[config.mk]
export PLATFORM = sky130hd
export DESIGN_NAME = display_capture_flat
export DESIGN_NICKNAME = d
export VERILOG_FILES = /design/src/rtl/display_capture_pkg.sv /design/src/rtl/display_capture_if.sv /design/src/rtl/display_capture_elem_sampler.sv /design/src/rtl/display_capture.sv /design/src/flat_wrapper.sv
export SDC_FILE = /design/constraint.sdc
export NUM_CORES = 1
export LEC_CHECK = 0
export CAP_MARGIN = 20
export CELL_PAD_IN_SITES_DETAIL_PLACEMENT = 0
export CELL_PAD_IN_SITES_GLOBAL_PLACEMENT = 1
export CORE_MARGIN = 10
export CORE_UTILIZATION = 42
export DETAILED_ROUTE_END_ITERATION = 8
export PLACE_DENSITY_LB_ADDON = 0.1
export SLEW_MARGIN = 20
export SYNTH_ARGS = -nofsm -noshare
export SYNTH_HDL_FRONTEND = slang
export SYNTH_SLANG_ARGS = --single-unit
[constraint.sdc]
create_clock -name clk -period 3.5 [get_ports clk]
set_input_delay 0.7 -clock clk [delete_from_list [all_inputs] [get_ports clk]]
set_output_delay 0.7 -clock clk [all_outputs]
set_load 0.005 [all_outputs]
[src/rtl/display_capture_pkg.sv]
// Shared types and constants for the display result stream and its capture logic.
package display_pkg;

    localparam int unsigned DATA_W = 8;
    localparam int unsigned SRC_W  = 3;
    localparam int unsigned HOLD_W = 8;
    localparam int unsigned IDX_W  = 2;
    localparam int unsigned NSRC   = 3;

    localparam logic [SRC_W-1:0] SRC_IDLE = SRC_W'(0);
    localparam logic [SRC_W-1:0] SRC_PE   = SRC_W'(1);
    localparam logic [SRC_W-1:0] SRC_SA3  = SRC_W'(2);
    localparam logic [SRC_W-1:0] SRC_SA2  = SRC_W'(3);

    typedef enum logic [1:0] {
        ST_IDLE,
        ST_CAPTURE,
        ST_CHECK,
        ST_DONE
    } cap_state_e;

    // 2x2 result matrix, c11 in the most significant byte
    typedef struct packed {
        logic [DATA_W-1:0] c11;
        logic [DATA_W-1:0] c12;
        logic [DATA_W-1:0] c21;
        logic [DATA_W-1:0] c22;
    } res_mat_t;

    function automatic res_mat_t pack_res(input logic [DATA_W-1:0] c11,
                                          input logic [DATA_W-1:0] c12,
                                          input logic [DATA_W-1:0] c21,
                                          input logic [DATA_W-1:0] c22);
        res_mat_t m;
        m.c11 = c11;
        m.c12 = c12;
        m.c21 = c21;
        m.c22 = c22;
        return m;
    endfunction

    function automatic logic is_legal_src(input logic [SRC_W-1:0] code);
        return (code >= SRC_PE) && (code <= SRC_SA2);
    endfunction

endpackage

[src/rtl/display_capture_if.sv]
// Display stream input and capture result bundle between the stream driver and display_capture.
interface display_capture_if;
    import display_pkg::*;

    logic              clear;
    logic [DATA_W-1:0] display_result;
    logic [SRC_W-1:0]  display_current_state;

    res_mat_t          res_pe;
    res_mat_t          res_3x3;
    res_mat_t          res_2x2;
    logic [NSRC-1:0]   have;
    logic              done;
    logic              match;
    logic              proto_err;

    modport master (
        output clear, display_result, display_current_state,
        input  res_pe, res_3x3, res_2x2, have, done, match, proto_err
    );

    modport slave (
        input  clear, display_result, display_current_state,
        output res_pe, res_3x3, res_2x2, have, done, match, proto_err
    );

endinterface

[src/rtl/display_capture_elem_sampler.sv]
// Hold counter and element index for a 4-element stream window; strobes on each element's last hold cycle.
module elem_sampler
    import display_pkg::*;
#(
    parameter int unsigned HOLD = 1
) (
    input  logic             clk,
    input  logic             rst_n,
    input  logic             i_clear,
    input  logic             i_start,
    input  logic             i_run,
    output logic [IDX_W-1:0] o_idx_c,
    output logic             o_sample_strobe_c,
    output logic             o_last_elem_c
);

    localparam logic [HOLD_W-1:0] HOLD_LAST = HOLD_W'(HOLD - 1);
    localparam logic [IDX_W-1:0]  IDX_LAST  = IDX_W'(3);

    logic [HOLD_W-1:0] r_cnt;
    logic [IDX_W-1:0]  r_idx;
    logic [HOLD_W-1:0] w_cnt;
    logic [IDX_W-1:0]  w_idx;
    logic              w_act;

    // A start cycle is itself hold cycle 0 of element 0, so it ignores the stored count
    always_comb begin
        w_act             = i_start | i_run;
        w_cnt             = i_start ? '0 : r_cnt;
        w_idx             = i_start ? '0 : r_idx;
        o_idx_c           = w_idx;
        o_sample_strobe_c = w_act && (w_cnt == HOLD_LAST);
        o_last_elem_c     = o_sample_strobe_c && (w_idx == IDX_LAST);
    end

    always_ff @(posedge clk or negedge rst_n) begin
        if (!rst_n) begin
            r_cnt <= '0;
            r_idx <= '0;
        end else if (i_clear || !w_act) begin
            r_cnt <= '0;
            r_idx <= '0;
        end else if (o_sample_strobe_c) begin
            r_cnt <= '0;
            r_idx <= w_idx + IDX_W'(1);
        end else begin
            r_cnt <= w_cnt + HOLD_W'(1);
            r_idx <= w_idx;
        end
    end

endmodule

[src/rtl/display_capture.sv]
// Rebuilds the PE / 3x3 / 2x2 result matrices from the display stream, checks agreement and protocol.
module display_capture
    import display_pkg::*;
#(
    parameter int unsigned HOLD = 1
) (
    input  logic        clk,
    input  logic        reset,
    display_capture_if.slave bus
);

    cap_state_e             r_state,     w_state;
    logic [SRC_W-1:0]       r_cur_src,   w_cur_src;
    logic [SRC_W-1:0]       r_prev_code;
    logic                   r_prev_valid;
    logic [3:0][DATA_W-1:0] r_stage,     w_stage;
    res_mat_t               r_res_pe,    w_res_pe;
    res_mat_t               r_res_3x3,   w_res_3x3;
    res_mat_t               r_res_2x2,   w_res_2x2;
    logic [NSRC-1:0]        r_have,      w_have;
    logic                   r_done,      w_done;
    logic                   r_match,     w_match;
    logic                   r_proto_err, w_proto_err;

    logic [SRC_W-1:0]       w_code;
    logic                   w_legal;
    logic                   w_bad;
    logic                   w_switch;
    logic                   w_start;
    logic                   w_run;
    res_mat_t               w_mat;
    logic [IDX_W-1:0]       w_idx;
    logic                   w_sample;
    logic                   w_last;

    // Window start/continue decode; kept free of sampler outputs to avoid a comb loop
    always_comb begin
        w_code   = bus.display_current_state;
        w_legal  = is_legal_src(w_code);
        w_bad    = (w_code != SRC_IDLE) && !w_legal;
        w_switch = (r_state == ST_CAPTURE) && (w_code != r_cur_src);
        w_start  = !bus.clear && w_legal &&
                   (((r_state == ST_IDLE) && r_prev_valid && (w_code != r_prev_code)) || w_switch);
        w_run    = !bus.clear && (r_state == ST_CAPTURE) && !w_switch;
    end

    elem_sampler #(
        .HOLD (HOLD)
    ) u_sampler (
        .clk               (clk),
        .rst_n             (reset),
        .i_clear           (bus.clear),
        .i_start           (w_start),
        .i_run             (w_run),
        .o_idx_c           (w_idx),
        .o_sample_strobe_c (w_sample),
        .o_last_elem_c     (w_last)
    );

    always_comb begin
        w_state     = r_state;
        w_cur_src   = r_cur_src;
        w_stage     = r_stage;
        w_res_pe    = r_res_pe;
        w_res_3x3   = r_res_3x3;
        w_res_2x2   = r_res_2x2;
        w_have      = r_have;
        w_done      = r_done;
        w_match     = r_match;
        w_proto_err = r_proto_err;
        w_mat       = '0;

        unique case (r_state)
            ST_IDLE: begin
                if (w_bad) w_proto_err = 1'b1;
                if (w_start) begin
                    w_cur_src = w_code;
                    w_state   = ST_CAPTURE;
                end
            end
            ST_CAPTURE: begin
                // A switch to another legal source aborts this window and opens that one
                if (w_switch) begin
                    w_proto_err = 1'b1;
                    w_stage     = '0;
                    w_state     = w_start ? ST_CAPTURE : ST_IDLE;
                    if (w_start) w_cur_src = w_code;
                end
            end
            ST_CHECK: begin
                if (w_bad) w_proto_err = 1'b1;
                w_done  = 1'b1;
                w_match = (r_res_pe == r_res_3x3) && (r_res_3x3 == r_res_2x2);
                w_state = ST_DONE;
            end
            ST_DONE: begin
            end
            default: w_state = ST_IDLE;
        endcase

        if (w_sample) w_stage[w_idx] = bus.display_result;

        if (w_last) begin
            w_mat = pack_res(w_stage[0], w_stage[1], w_stage[2], w_stage[3]);
            case (w_cur_src)
                SRC_PE:  begin w_res_pe  = w_mat; w_have[0] = 1'b1; end
                SRC_SA3: begin w_res_3x3 = w_mat; w_have[1] = 1'b1; end
                SRC_SA2: begin w_res_2x2 = w_mat; w_have[2] = 1'b1; end
                default: ;
            endcase
            w_state = (&w_have) ? ST_CHECK : ST_IDLE;
        end

        if (bus.clear) begin
            w_state     = ST_IDLE;
            w_cur_src   = SRC_IDLE;
            w_stage     = '0;
            w_res_pe    = '0;
            w_res_3x3   = '0;
            w_res_2x2   = '0;
            w_have      = '0;
            w_done      = 1'b0;
            w_match     = 1'b0;
            w_proto_err = 1'b0;
        end
    end

    // Previous code keeps tracking through clear so a window open during clear is never picked up mid-way
    always_ff @(posedge clk or negedge reset) begin
        if (!reset) begin
            r_state      <= ST_IDLE;
            r_cur_src    <= SRC_IDLE;
            r_prev_code  <= SRC_IDLE;
            r_prev_valid <= 1'b0;
            r_stage      <= '0;
            r_res_pe     <= '0;
            r_res_3x3    <= '0;
            r_res_2x2    <= '0;
            r_have       <= '0;
            r_done       <= 1'b0;
            r_match      <= 1'b0;
            r_proto_err  <= 1'b0;
        end else begin
            r_state      <= w_state;
            r_cur_src    <= w_cur_src;
            r_prev_code  <= w_code;
            r_prev_valid <= 1'b1;
            r_stage      <= w_stage;
            r_res_pe     <= w_res_pe;
            r_res_3x3    <= w_res_3x3;
            r_res_2x2    <= w_res_2x2;
            r_have       <= w_have;
            r_done       <= w_done;
            r_match      <= w_match;
            r_proto_err  <= w_proto_err;
        end
    end

    assign bus.res_pe    = r_res_pe;
    assign bus.res_3x3   = r_res_3x3;
    assign bus.res_2x2   = r_res_2x2;
    assign bus.have      = r_have;
    assign bus.done      = r_done;
    assign bus.match     = r_match;
    assign bus.proto_err = r_proto_err;

endmodule

[src/flat_wrapper.sv]
// flat-port wrapper written by rule: the top's interface ports become plain ports
module display_capture_flat import display_pkg::*;
#(
    parameter int unsigned HOLD = 1
)
  (clk, reset, bus_clear, bus_display_result, bus_display_current_state, bus_res_pe, bus_res_3x3, bus_res_2x2, bus_have, bus_done, bus_match, bus_proto_err);
  display_capture_if bus_i ();
  input  logic clk;
  input  logic reset;
  input wire logic [$bits(bus_i.clear)-1:0] bus_clear;
  input wire logic [$bits(bus_i.display_result)-1:0] bus_display_result;
  input wire logic [$bits(bus_i.display_current_state)-1:0] bus_display_current_state;
  output wire logic [$bits(bus_i.res_pe)-1:0] bus_res_pe;
  output wire logic [$bits(bus_i.res_3x3)-1:0] bus_res_3x3;
  output wire logic [$bits(bus_i.res_2x2)-1:0] bus_res_2x2;
  output wire logic [$bits(bus_i.have)-1:0] bus_have;
  output wire logic [$bits(bus_i.done)-1:0] bus_done;
  output wire logic [$bits(bus_i.match)-1:0] bus_match;
  output wire logic [$bits(bus_i.proto_err)-1:0] bus_proto_err;
  assign bus_i.clear = bus_clear;
  assign bus_i.display_result = bus_display_result;
  assign bus_i.display_current_state = bus_display_current_state;
  assign bus_res_pe = bus_i.res_pe;
  assign bus_res_3x3 = bus_i.res_3x3;
  assign bus_res_2x2 = bus_i.res_2x2;
  assign bus_have = bus_i.have;
  assign bus_done = bus_i.done;
  assign bus_match = bus_i.match;
  assign bus_proto_err = bus_i.proto_err;
  display_capture #(.HOLD(HOLD)) u_core (.clk(clk), .reset(reset), .bus(bus_i));
endmodule
### Word-level counts from Yosys, hierarchy flattened

Cells that the tools add are included.

* bits in registers: 153
* latch bits: 0
* bits in writable memories: 0
* bits in read-only memories: 0
* input port bits: 14
* output and inout bits: 102
* logic and storage cells: 132
* memories kept: 0

* $add $sub $neg: 2
* $mul: 0
* divide/modulo/power cells: 0
* order comparisons: 4
* equality and inequality tests: 14
* shift-type cells: 0
* mux-type cells: 49
* bitwise gates (word level): 1
* reduce and logical (&&, ||, !) cells: 36

Operator list (count)
* two-way mux 32 bit: 13
* equality test 32 bit: 2
* bitwise mux 32 bit: 1
* two-way mux 8 bit: 4
* demux 8 bit (select 2 bit): 1
* two-way mux 2 bit: 8
* two-way mux 3 bit: 5
* two-way mux 1 bit: 14
* logical AND 1 bit: 13
* nonzero test 2 bit: 5
* AND reduction 3 bit: 3
* adder 8 x 1 -> 8 bit (second input constant): 1
* logical NOT 8 bit: 1
* equality test 3 x 2 -> 1 bit (second input constant): 2
* inequality test 3 bit: 2
* case mux 2 bit (3 select lines): 1
* case mux 3 bit (2 select lines): 1
* AND reduction 2 bit: 3
* nonzero test 3 bit: 2
* nonzero test 5 bit: 1
* equality test 2 bit (second input constant): 2
* logical NOT 1 bit: 4
* inequality test 4 x 3 -> 1 bit (second input constant): 1
* inequality test 4 bit (second input constant): 1
* 14 further kinds: 15

### Longest topological paths before layout

Gate-level depths: netlist (run 1).

* word-level depth: 15
* depth in mapped cells: 16
* depth with buffers taken out: 11

### Modules after synthesis

From an unflattened synthesis (run 1), not the netlist that was laid out.

* cells, all modules: 729
* area, all modules: 7677.4 um^2

Modules (own cells, without submodules)
* display_capture: times used 1, cells each 672, area each 7125.6 um^2, sequential area each 3578.4 um^2
* elem_sampler: times used 1, cells each 57, area each 551.8 um^2, sequential area each 250.2 um^2

### Least setup slack after synthesis (run 1)

No wires, ideal clock.

* path type: in2reg
* start point: in bus_display_current_state[0]
* end point: reg u_core.r_res_2x2 (netlist bit u_core.bus.res_2x2[2])
* library setup time: 0.125 ns
* data arrival time: 3.400 ns
* data required time: 3.375 ns
* setup slack: -0.025 ns
* stages: 13
* buffers on the path: 4
* cells stage by stage: buf_6 > xor2_1 > o311ai_0 > a21o_1 > clkbuf_1 > and2_1 > ha_1 > o211ai_1 > or4b_1 > buf_2 > nand2b_2 > buf_6 > mux2_4

* cells in the longest elaborated chain, start to end: 14
* elaborated cells on any way between the ends: 38
* those cells by class: order compare: 4; eq/ne: 4; mux: 14; bitwise: 1; reduce/logical: 15

RTL lines
* start: declaration: RTL line flat_wrapper.sv:12 `input wire logic [$bits(bus_i.display_current_state)-1:0] bus_display_current_state;`
* >= comparator 3 x 1 -> 1 bit, or another cell as far along: RTL line display_capture_pkg.sv:43 `return (code >= SRC_PE) && (code <= SRC_SA2);`
* logical AND 1 bit, on equally long branches: RTL line display_capture_pkg.sv:43, display_capture.sv:41, display_capture.sv:43
* logical AND 1 bit / logical OR 1 bit (equally long branches): RTL line display_capture.sv:42, display_capture.sv:43
* logical AND 1 bit: RTL line display_capture.sv:42 `w_start = !bus.clear && w_legal &&`
* two-way mux 2 bit: RTL line display_capture_elem_sampler.sv:30 `w_idx = i_start ? '0 : r_idx;`
* < comparator 2 x 3 -> 1 bit (implied by the code) / >= comparator 2 x 1 -> 1 bit (equally long branches): RTL line display_capture.sv:101 `if (w_sample) w_stage[w_idx] = bus.display_result;`
* logical AND 1 bit (implied by the code): RTL line display_capture.sv:101
* two-way mux 8 bit (implied by the code): RTL line display_capture.sv:101
* demux 8 bit (select 2 bit)
* bitwise mux 32 bit: RTL line display_capture.sv:101
* two-way mux 32 bit: RTL line display_capture.sv:101
* two-way mux 32 bit: RTL line display_capture.sv:105 `case (w_cur_src)`
* two-way mux 32 bit: RTL line display_capture.sv:103 `if (w_last) begin`
* two-way mux 32 bit: RTL line display_capture.sv:114 `if (bus.clear) begin`
* end signal: assignment: RTL line display_capture.sv:151 `r_res_2x2 <= w_res_2x2;`
* end: declaration: RTL line display_capture.sv:19 `res_mat_t r_res_2x2, w_res_2x2;`

Parallel ways exist; a longest one is shown, timed or not. The select of a mux whose other input is x is not followed.
A chain may end at the register's enable or synchronous reset.

### Worst setup path in the final report (run 1)

* start point: in bus_display_current_state[2]
* end point: reg u_core.r_res_2x2 (netlist bit u_core.bus.res_2x2[7])

Same word-level chain as after synthesis.

==> flow_summary.ini, run 1 <==
[status]
outcome = complete, no violations

[clock_tree]
cts_resized = 0
cts_made_buffers = 17
hold_buffers = 0
cts_num_sinks = 153
root_buffer = clkbuf_16
cts_buffer_depth = 2
clock_latency_ns = 0.42
cts_htree_levels = 4
clk_pin_slew_worst_paths_ns = 0.06
tritoncts = done
cts_setup_buffers = 0

[logic_synthesis]
post-synth-top-count-cell = dfrtp_1
yosysWarnings = 0
ys_seq_area_share_pct = 52.3
syn_avg_cell_area_um2 = 10.2
synth_top_area_share_pct = 52.3
netlist_area_um2 = 7320
netlist_top_cells_count = 153 x dfrtp_1, 50 x nor2_1, 47 x nand2b_1
syn_nets = 743
synth_cell_types = 52
yosys.area.top_type = dfrtp_1
synthFlopType = dfrtp_1
synth_edf_count = 0
synthCells = 719
synthArstFlopShare_pct = 100
ys_seq_elements = 153
synth_area_leaders = dfrtp_1 52%, nand2b_1 4.0%, mux2i_1 3.7%

[routing]
antenna_left = 0
dr.pass1.iters = 5
drtIter0Drc = 442
drc = 0
totalWireLength_um = 21600
vias = 6048
via_per_inst = 5.46
post_drt_wl_per_cell_um = 19.5

[power]
irDropWorstVdd_mv = 0.356
powerDensity_nw_per_um2 = 392
p_total_mw = 3.80
leakage_nw = 4.46

[hold_path]
hold_class = input pin to async pin

[setup_path]
cpLargestDelayFamily = simple AND/OR/NAND/NOR gates
start_kind = input pin
crit_fanout = 6
worst_ep_arrival_time_ns = 3.68
cp.required_ns = 3.80
path_cells = clkdlybuf4s50_1 > xor2_1 > o311ai_1 > a21o_1 > and2_1 > ha_1 > o211ai_1 > or4b_1 > nand2b_2 > mux2_4
cp_slowest_cell = or4b_1
critPathKind = input pin to flip-flop
crit_path_end_kind = flip-flop
cp_slowest_stage_delay_ns = 0.62
worstPathBufferInverterCount = 1

[layout]
diodes = 0
area_delta_synth_final_pct = 32.5
drive_gt1_share_pct = 11.9
finish.instance_area_um2 = 9690
layout.cells.non_filler = 1107
fill_cells = 1487
fin_nets = 893
utilization_pct = 56.4

[sta]
rsz0062_at_grt = false
worst_pin_slew_ns = 1.04
drv_slew = 0
hold_viol_final = 0
finalSetupViolations = 0
finalCritPeriodShare_pct = 96.3
max_clock_freq_mhz = 297
finClkSkew_ns = 0.00683
slew_headroom_pct = 30.5
finalCriticalPeriod_ns = 3.37
setup_ws_ns = 0.129
finalSetupTns_ns = 0
hold_slack_ns = 0.290

[die]
rows = 48
start_util_pct = 42.6
ios = 116
core_area_um2 = 17200
die_height_um = 152
die_area_um2 = 23100
dieWidth_um = 152

[global_routing]
globalRoute.totalOverflow = 0
track_usage_pct = 18.4
grt_antenna_before_repair = 0
grt_first_pass_wirelength_um = 34700
grt_max_degree = 114
grt_pass1_vias = 6220

[place]
place.port_buffers = 115
dpl_cell_area_um2 = 9110
gp_congestion = 0.839
dp_hpwl_um = 15000
post-place-ws_ns = -0.332
dp.cells = 1075

[job]
max_cap_viol_count = 0
final cells by class:
class | instances | area [um^2] | area share, %
repair buffers | 175 | 1700 | 17.5
well taps | 225 | 282 | 2.90
inverters | 35 | 131 | 1.36
clock buffers | 21 | 460 | 4.75
flip-flops and latches | 153 | 3830 | 39.5
clock inverters | 11 | 120 | 1.24
multi-input cells | 487 | 3170 | 32.7
cells in the final DEF (no fill, tap or decap), drive strengths merged, types with 3 or more instances in the layout:
cell,count
nand3b,26
a2111oi,3
a21o,4
a21oi,8
mux2,7
a31oi,25
nand2,37
xor2,16
and2,4
clkinv,5
o21ai,48
nor4,3
o21bai,27
clkbuf,21
clkdlybuf4s50,113
mux2i,27
or3,7
clkinvlp,3
and3,25
inv,36
ha,10
o211ai,5
dfrtp,153
nand2b,48
o22ai,10
nor3,22
nor2,50
buf,62
nand3,19
nor3b,29
where the power goes:
| part | switching, mW | internal (mW) | total [mW] |
|---|---|---|---|
| Sequential | 0.00517 | 1.78 | 1.78 |
| Combinational | 0.121 | 0.0690 | 0.190 |
| Clock | 0.739 | 1.09 | 1.82 |
| Total | 0.865 | 2.93 | 3.80 |
sequential cells by signal (all words and copies together) (netlist names):
signal                  flops
u_core.bus.done             1
u_core.bus.have             3
u_core.bus.match            1
u_core.bus.proto_err        1
u_core.bus.res_2x2         32
u_core.bus.res_3x3         32
u_core.bus.res_pe          32
u_core.r_cur_src            3
u_core.r_prev_code          3
u_core.r_prev_valid         1
u_core.r_stage             32
u_core.r_state              2
u_core.u_sampler.r_cnt      8
u_core.u_sampler.r_idx      2
final timing paths:
kind	cells after the start	from	slack (ns)	endpoint
setup / recovery	10	bus_display_current_state[2]	0.13	u_core.bus.res_2x2[7]
hold / removal	1	reset	0.29	u_core.bus.res_3x3[3]
setup reg to reg	11	u_core.r_state[0]	0.46	u_core.bus.res_2x2[7]
hold reg to reg	2	u_core.r_stage[30]	0.51	u_core.r_stage[30]
max in group asynchronous	2	reset	2.29	u_core.bus.res_pe[29]
min in group clk	2	u_core.r_stage[30]	0.51	u_core.r_stage[30]
metal layers:
layer	GRT usage [%]	wire (um)	share of wire, %
met2	29.4	10200	47
met4	5.50	281	1.3
met5	0	0	0
met3	4.71	1140	5.3
met1	24.1	9970	46
logic make-up after synthesis:
| family | after synthesis | share of synthesized area, % |
|---|---|---|
| AND/OR/NAND/NOR | 280 | 21.6 |
| flip-flops | 153 | 52.3 |
| AO/OA/AOI/OAI | 144 | 12.6 |
| buffers and inverters | 79 | 4.48 |
| multiplexers | 34 | 5.08 |
| XOR/XNOR | 18 | 2.15 |
| adder cells (fa/ha/maj) | 10 | 1.71 |
| other | 1 | 0.0513 |
No activity file was read; power rests on OpenSTA's default activity.
==> inputs of run 2 (changes only) <==
--- a/config.mk
+++ b/config.mk
@@ -12,7 +12,6 @@
 export CORE_UTILIZATION = 42
 export DETAILED_ROUTE_END_ITERATION = 8
 export PLACE_DENSITY_LB_ADDON = 0.1
-export SLEW_MARGIN = 20
 export SYNTH_ARGS = -nofsm -noshare
 export SYNTH_HDL_FRONTEND = slang
 export SYNTH_SLANG_ARGS = --single-unit
==> results of run 2 <==
The final DEF is identical to that of run 1; final timing and power are the same.
==> variant (flow settings as in run 1) <==
Set the package constant `HOLD_W` to 12 (it was 8).
--- a/src/rtl/display_capture_pkg.sv
+++ b/src/rtl/display_capture_pkg.sv
@@ -3,7 +3,7 @@
 
     localparam int unsigned DATA_W = 8;
     localparam int unsigned SRC_W  = 3;
-    localparam int unsigned HOLD_W = 8;
+    localparam int unsigned HOLD_W = 12;
     localparam int unsigned IDX_W  = 2;
     localparam int unsigned NSRC   = 3;
 
Check against the original RTL: no difference found for any inputs over 10 cycles, from zero or initial values and one cycle with reset low; that may be too few to reach the edited logic, so the function may still have changed.
==> variant against run 1 <==
- sequential cell count up 4
- critical endpoint is now u_core.bus.res_pe[2]
- clock skew up 0.0020 ns
- count of clock-buffer cells in the layout down 4
- area after synthesis up 3.8%
- power up 3.5%
- largest cell class unchanged
- worst setup slack better by 0.14 ns
- routed wire length down 3.2%
- final area up 0.85%
- non-clock buffer count down 19
- final cell count down 1.2%
- first-iteration DRC count down 41%
==> variant: results (changes against run 1) <==
Outcome: completed (unchanged). The cell type of the slowest stage on the worst timing path is sky130_fd_sc_hd__clkdlybuf4s50_1 (was sky130_fd_sc_hd__or4b_1). The pin slew with the least headroom to its limit is 0.993 ns (was 1.04 ns). The gate count after technology mapping is 712 (was 719). The clock tree skew after final layout is 0.00881 ns (was 0.00683 ns). The highest net fanout along the worst path came out at 57 (was 6). The area share of xor/xnor cells in the synthesized design came out at 0.0334 (was 0.0215). The post-synthesis compound-gate area fraction came out at 0.0819 (was 0.126).

Commonest cells in the synthesized netlist: sky130_fd_sc_hd__dfrtp_1, sky130_fd_sc_hd__nand3b_1, sky130_fd_sc_hd__o21ai_1 (was sky130_fd_sc_hd__dfrtp_1, sky130_fd_sc_hd__nor2_1, sky130_fd_sc_hd__nand2b_1). The final-layout fill cell count is 1594 (was 1487). The power in the clock group came out at 0.00177 W (was 0.00182 W). The final routed wirelength across all metal layers is 20900 µm (was 21600 µm). The routed via count is 5765 (was 6048). The first-iteration detailed-routing DRC count came to 260 (was 442). The reg-to-reg setup timing slack is 0.41 ns (was 0.46 ns). The net count of the mapped netlist came to 736 (was 743).

The stage delay of the slowest cell on the critical path is 0.50 ns (was 0.62 ns). The final estimated routing congestion in global placement is 0.797 (was 0.839). The global-route wire length before repair was 34300 µm (was 34700 µm).

The post-place instance area came out at 9210 µm² (was 9110 µm²). The detailed-routing iteration count for the pre-antenna-repair pass was 4 (was 5). The half-perimeter wire length after detailed placement came to 14700 µm (was 15000 µm).

The leakage power summed over all cells was 4.51 nW (was 4.46 nW). The endpoint of the worst-slack reg-to-reg timing path was u_core.bus.res_pe[2] (was u_core.bus.res_2x2[7]). The number of distinct standard cells referenced by the synthesized netlist is 53 (was 52).

The worst setup slack before clock tree synthesis was -0.127 ns (was -0.332 ns). The cell count after placement was 1062 (was 1075). The combinational fraction of design power came out at 0.081 (was 0.050). The logic depth of the worst register-to-register path is 15 (was 11). The final-layout worst hold slack is 0.312 ns (was 0.290 ns). The fraction of synthesized area in multiplexers is 0.105 (was 0.0508).
## variant: cell count changes in the layout (fill, tap and decap cells not counted), moves of 11 or more
cell | run 1 | this run
sky130_fd_sc_hd__buf_4 | 52 | 38
sky130_fd_sc_hd__o21ai_1 | 6 | 56
sky130_fd_sc_hd__nand2_1 | 37 | 48
sky130_fd_sc_hd__o21ai_0 | 42 | 7
sky130_fd_sc_hd__nor2_1 | 50 | 34
sky130_fd_sc_hd__mux2_2 | 1 | 12
sky130_fd_sc_hd__a31oi_1 | 25 | 2
sky130_fd_sc_hd__nand3b_1 | 26 | 56
sky130_fd_sc_hd__nor3b_1 | 27 | 0
sky130_fd_sc_hd__mux2_4 | 6 | 24
sky130_fd_sc_hd__o21bai_1 | 27 | 0
sky130_fd_sc_hd__xnor2_1 | 2 | 20
## variant: cell type report
cell class,instances,area [µm²],share of cell area
clock inverter,15,138,0.0141
tap,229,287,0.0293
clock buffer,17,425,0.0435
timing repair buffer,156,1490,0.153
multi-input combinational,482,3360,0.344
sequential,157,3930,0.402
inverter,38,143,0.0146
## variant: metal layers
metal	wire length, µm	up-vias	global-route usage	share of wire
met4	327	0	0.0576	0.016
met1	9810	2866	0.236	0.47
met5	0	-	0	0
li1	-	2751	-	-
met2	9740	123	0.283	0.47
met3	997	25	0.0419	0.048
## variant: worst max path at each step
stage / startpoint / endpoint / cells after the start
3_5_place_dp: bus_display_current_state[2] / u_core.bus.res_3x3[19] / 13
6_report: bus_display_current_state[0] / u_core.bus.res_pe[2] / 14
2_1_floorplan: bus_display_current_state[1] / u_core.bus.res_3x3[7] / 14
4_1_cts: bus_display_current_state[2] / u_core.bus.res_3x3[19] / 13
3_3_place_gp: bus_display_current_state[0] / u_core.bus.res_pe[1] / 14
5_1_grt: bus_display_current_state[2] / u_core.bus.res_pe[2] / 14
